<file path="config.mk">
export PLATFORM = sky130hd
export DESIGN_NAME = cpa_seq_resolve
export DESIGN_NICKNAME = d
export VERILOG_FILES = /design/src/rtl/mult_pkg.sv /design/src/rtl/cpa_chunk_add.sv /design/src/rtl/cpa_seq_resolve.sv
export SDC_FILE = /design/constraint.sdc
export NUM_CORES = 1
export LEC_CHECK = 0
export ABC_AREA = 0
export CAP_MARGIN = 30
export CORE_ASPECT_RATIO = 0.7
export CORE_MARGIN = 3
export CORE_UTILIZATION = 50
export CTS_CLUSTER_DIAMETER = 200
export CTS_CLUSTER_SIZE = 16
export DETAILED_ROUTE_END_ITERATION = 7
export PLACE_DENSITY = 0.78
export SYNTH_ARGS = -nofsm -noshare
export SYNTH_HDL_FRONTEND = slang
export SYNTH_SLANG_ARGS = --single-unit
</file>
<file path="constraint.sdc">
create_clock -name clk -period 5 [get_ports clk]
set_input_delay 0.75 -clock clk [delete_from_list [all_inputs] [get_ports clk]]
set_output_delay 0.75 -clock clk [all_outputs]
set_load 0.01 [all_outputs]
</file>
<file path="src/rtl/mult_pkg.sv">
// Shared Wallace-tree multiplier definitions: default widths, CPA state type
// and the chunk-count helper reused by the other multiplier stages.
package mult_pkg;

  localparam int MULT_WIDTH = 64;
  localparam int CPA_CHUNK  = 16;

  typedef enum logic [1:0] {
    IDLE,
    ADD,
    DONE
  } cpa_state_t;

  function automatic int cpaNChunk(input int width, input int chunk);
    return width / chunk;
  endfunction

endpackage

</file>
<file path="src/rtl/cpa_chunk_add.sv">
// Combinational W-bit adder slice with carry-in/carry-out, time-multiplexed
// by cpa_seq_resolve across the operand chunks.
module cpa_chunk_add #(
  parameter int W = 16
) (
  input  logic [W-1:0] a_i,
  input  logic [W-1:0] b_i,
  input  logic         ci_i,
  output logic [W-1:0] s_o,
  output logic         co_o
);

  assign {co_o, s_o} = {1'b0, a_i} + {1'b0, b_i} + {{W{1'b0}}, ci_i};

endmodule

</file>
<file path="src/rtl/cpa_seq_resolve.sv">
// Resolves a carry-save (sum, carry) pair into one binary result using a
// chunked multi-cycle carry-propagate add; CPA_SINGLE_CYCLE_EN selects a one-cycle full-width add.
module cpa_seq_resolve
  import mult_pkg::*;
#(
  parameter int WIDTH = MULT_WIDTH,
  parameter int CHUNK = CPA_CHUNK
) (
  input  logic             clk,
  input  logic             rst,
  input  logic             in_valid,
  output logic             in_ready,
  input  logic [WIDTH-1:0] in_s,
  input  logic [WIDTH-1:0] in_c,
  output logic             out_valid,
  input  logic             out_ready,
  output logic [WIDTH-1:0] out_sum,
  output logic             out_cout
);

  localparam int NCHUNK = cpaNChunk(WIDTH, CHUNK);
  localparam int IDXW   = (NCHUNK > 1) ? $clog2(NCHUNK) : 1;

  cpa_state_t       state_q, state_d;
  logic [WIDTH-1:0] sum_q, sum_d;
  logic             cout_q, cout_d;
  logic             accept;

`ifndef CPA_SINGLE_CYCLE_EN
  logic [WIDTH-1:0] opS_q, opS_d;
  logic [WIDTH-1:0] opC_q, opC_d;
  logic             carry_q, carry_d;
  logic [IDXW-1:0]  idx_q, idx_d;
  logic [CHUNK-1:0] chunkA, chunkB, chunkSum;
  logic             chunkCo;

  // One adder slice, steered by the chunk index, walks the operands LSB first.
  assign chunkA = opS_q[int'(idx_q)*CHUNK +: CHUNK];
  assign chunkB = opC_q[int'(idx_q)*CHUNK +: CHUNK];

  cpa_chunk_add #(.W(CHUNK)) u_chunk_add (
    .a_i  (chunkA),
    .b_i  (chunkB),
    .ci_i (carry_q),
    .s_o  (chunkSum),
    .co_o (chunkCo)
  );
`endif

  assign out_valid = (state_q == DONE);
  assign out_sum   = sum_q;
  assign out_cout  = cout_q;
  assign accept    = in_valid && in_ready;

  always_comb begin
    state_d  = state_q;
    sum_d    = sum_q;
    cout_d   = cout_q;
    in_ready = 1'b0;
`ifndef CPA_SINGLE_CYCLE_EN
    opS_d    = opS_q;
    opC_d    = opC_q;
    carry_d  = carry_q;
    idx_d    = idx_q;
`endif

    case (state_q)
      IDLE: in_ready = 1'b1;
`ifndef CPA_SINGLE_CYCLE_EN
      ADD: begin
        sum_d[int'(idx_q)*CHUNK +: CHUNK] = chunkSum;
        carry_d = chunkCo;
        idx_d   = idx_q + 1'b1;
        if (idx_q == IDXW'(NCHUNK - 1)) begin
          cout_d  = chunkCo;
          state_d = DONE;
        end
      end
`endif
      DONE: begin
        // Ready passes straight through so a waiting pair is taken with no idle gap.
        in_ready = out_ready;
        if (out_ready) state_d = IDLE;
      end
      default: state_d = IDLE;
    endcase

    if (accept) begin
`ifdef CPA_SINGLE_CYCLE_EN
      {cout_d, sum_d} = {1'b0, in_s} + {1'b0, in_c};
      state_d = DONE;
`else
      opS_d   = in_s;
      opC_d   = in_c;
      carry_d = 1'b0;
      idx_d   = '0;
      state_d = ADD;
`endif
    end
  end

  always_ff @(posedge clk) begin
    if (rst) begin
      state_q <= IDLE;
      sum_q   <= '0;
      cout_q  <= 1'b0;
`ifndef CPA_SINGLE_CYCLE_EN
      opS_q   <= '0;
      opC_q   <= '0;
      carry_q <= 1'b0;
      idx_q   <= '0;
`endif
    end else begin
      state_q <= state_d;
      sum_q   <= sum_d;
      cout_q  <= cout_d;
`ifndef CPA_SINGLE_CYCLE_EN
      opS_q   <= opS_d;
      opC_q   <= opC_d;
      carry_q <= carry_d;
      idx_q   <= idx_d;
`endif
    end
  end

endmodule

</file>
==> results.toml <==
[die]
die_width_um = 160
die_height_um = 114
io-pin-count = 199
core_area_um2 = 15900
placementRows = 38
start_util = 0.523
die_area_um2 = 18200

[timing]
tightest_slew_ps = 948
slew_headroom = 0.368
hold_slack_ps = 442
fin_crit_ps = 3680
hold_viol_final = 0
fin_crit_sh = 0.736
drv_slew = 0
rsz0062_at_grt = "false"
setup_tns_ps = 0
fmax_mhz = 272
fin_skew_ps = 14.0
final-setup-viol-count = 0

[synthesis]
async_reset_ff_frac = 0
synth_edf_count = 0
synth_area_um2 = 8300
synth-seq-cells = 198
synth_cell_type_count = 49
yosys.area.top_type = "dfxtp_1"
synth_top_cell_area_share = 0.478
yosysSeqAreaShare = 0.478
yosys_warnings = 0
synth-main-ff-cell = "dfxtp_1"
yosys.cell_count.top_type = "nand2_1"
ys_top_cells_by_area = "dfxtp_1 48%, nand2_1 13%, a21oi_1 8.8%"
syn_inst = 928
synth_common_cells = "277 x nand2_1, 198 x dfxtp_1, 146 x a21oi_1"
avgSynthCellArea_um2 = 8.94
synthesis.nets = 1083

[run_status]
status = "complete, no violations"

[clock_network]
clk_pin_slew_ps = 70
cts-hold-fix-buffers = 0
htreeDepth = 4
clockRootBuffer = "clkbuf_16"
cts_tree = "done"
cts_buffer_depth = 2
insertion_delay_ps = 430
cts.sinks = 198
post_cts_resized = 0
cts-buffers-inserted = 17
cts_setup_buffers = 0

[drt]
vias_per_cell = 5.55
ant_nets = 0
vias = 7360
wl_um = 23300
post_drt_wl_per_cell_um = 17.6
drt_iter0_drc = 687
firstDrtPassIters = 5
drc = 0

[layout]
postLayoutCellArea_um2 = 11000
finalNonFillerCells = 1326
drive_gt1_frac = 0.0814
fin_util = 0.692
final_nets = 1248
syn2layout_area_growth_pct = 32.5
diodes = 0
n_fill_cell = 1273

[power]
seq_power_share = 0.476
ir_worst_vdd_mv = 0.255
pwr-share-clk = 0.383
power_per_cell_area_nw_per_um2 = 325
switchingPower_w = 0.000980
p_leak_nw = 4.10
combPwrFrac = 0.141
p_int_w = 0.00259
p_sw_frac = 0.274

[global_routing]
grt_max_degree = 96
grt_pass1_vias = 6808
grtUsageTotal = 0.255
grt_antenna_before_repair = 0
grt_pass1_wl_um = 37000
grt_overflow = 0

[placed_design]
dp_hpwl_um = 17300
dp_cells = 1294
io_buffers = 198
globalplace.congestion = 0.932
place_area_um2 = 10400

[worst_setup_path]
critPathKind = "reg -> reg"
cp_max_fo = 17
cp.arrival_ps = 4000
start_kind = "flop"
crit_required_ps = 5320
crit_path_end_kind = "flop"

[job]
maxCapViolCount = 0

[hold_path]
hold_path.class = "reg -> reg"
==> stage by stage <==
stage	power, W	setup WS, ps
after detailed placement	0.00223	1330
final	0.00357	1320
after global placement	0.00223	1370
after floorplan	0.00201	1560
after CTS	0.00357	1290
after global routing	0.00371	1080
==> state kept, by name, summed over array words and instances (netlist names) <==
register,cells
opS_q,64
opC_q,64
out_sum,64
idx_q,2
state_q,2
out_cout,1
carry_q,1
==> cell families after synthesis <==
group | synth area share
xor gates and xnor gates | 0.0137
adders and majority gates | 0.0365
muxes | 0.0868
and+or+nand+nor | 0.175
DFF | 0.478
AOI/OAI and AO/OA | 0.178
buffers and inverters | 0.0332
==> cell type report <==
class	count	area [um2]	area share
Sequential cell	198	3970	0.361
Clock inverter	15	164	0.0149
Tap cell	220	275	0.0250
Inverter	11	41.3	0.00376
Multi-Input combinational cell	659	4070	0.370
Clock buffer	17	425	0.0387
Timing Repair Buffer	206	2050	0.187
==> path summary, 6_finish.rpt <==
path	to	startpoint	slack (ps)	cells past startpoint
setup / recovery	out_sum[47]	idx_q[0]	1320	9
hold / removal	out_sum[55]	out_sum[55]	440	2
hold reg to reg	out_sum[55]	out_sum[55]	440	2
setup reg to reg	out_sum[47]	idx_q[0]	1320	9
==> power groups by stage <==
stage	clock network (W)	registers, W	logic [W]
2_1_floorplan	0	0.00171	0.000296
3_3_place_gp	0	0.00173	0.000491
3_5_place_dp	0	0.00174	0.000497
4_1_cts	0.00137	0.00170	0.000501
5_1_grt	0.00145	0.00171	0.000551
6_report	0.00137	0.00170	0.000505
==> critical path: stages, from the launching register on <==
cell       delay, ps
dfxtp_2          620
buf_4            400
mux4_2           570
ha_1             440
nand2_1          150
a2111oi_2        400
a21oi_1          150
and3_1           180
or4_4            440
a22o_1           220
==> per-layer routing <==
layer,wire length (um),part of all wire,GRT usage
met1,11200,0.48,0.385
met2,9830,0.42,0.376
met3,1840,0.079,0.0584
met4,376,0.016,0.0566
met5,0,0,0
==> cell usage in the layout, fill, tap and decap left out, types with 3 or more instances in the layout <==
cell               n
a21o_1             5
buf_4              8
a22oi_1           28
nor3_1             7
a21oi_1          146
inv_6              6
ha_1              21
xnor2_1            9
clkbuf_16         17
nand2_1          276
nor2b_1            5
clkdlybuf4s50_1  197
mux4_2            32
nand2b_1           4
inv_1             11
xor2_1             4
nor2_1            39
a22o_1            28
a31oi_1            3
dfxtp_1          196
nor4_2             3
o21ai_0           10
and3_1             3
Power figures use the tool's default switching activity.
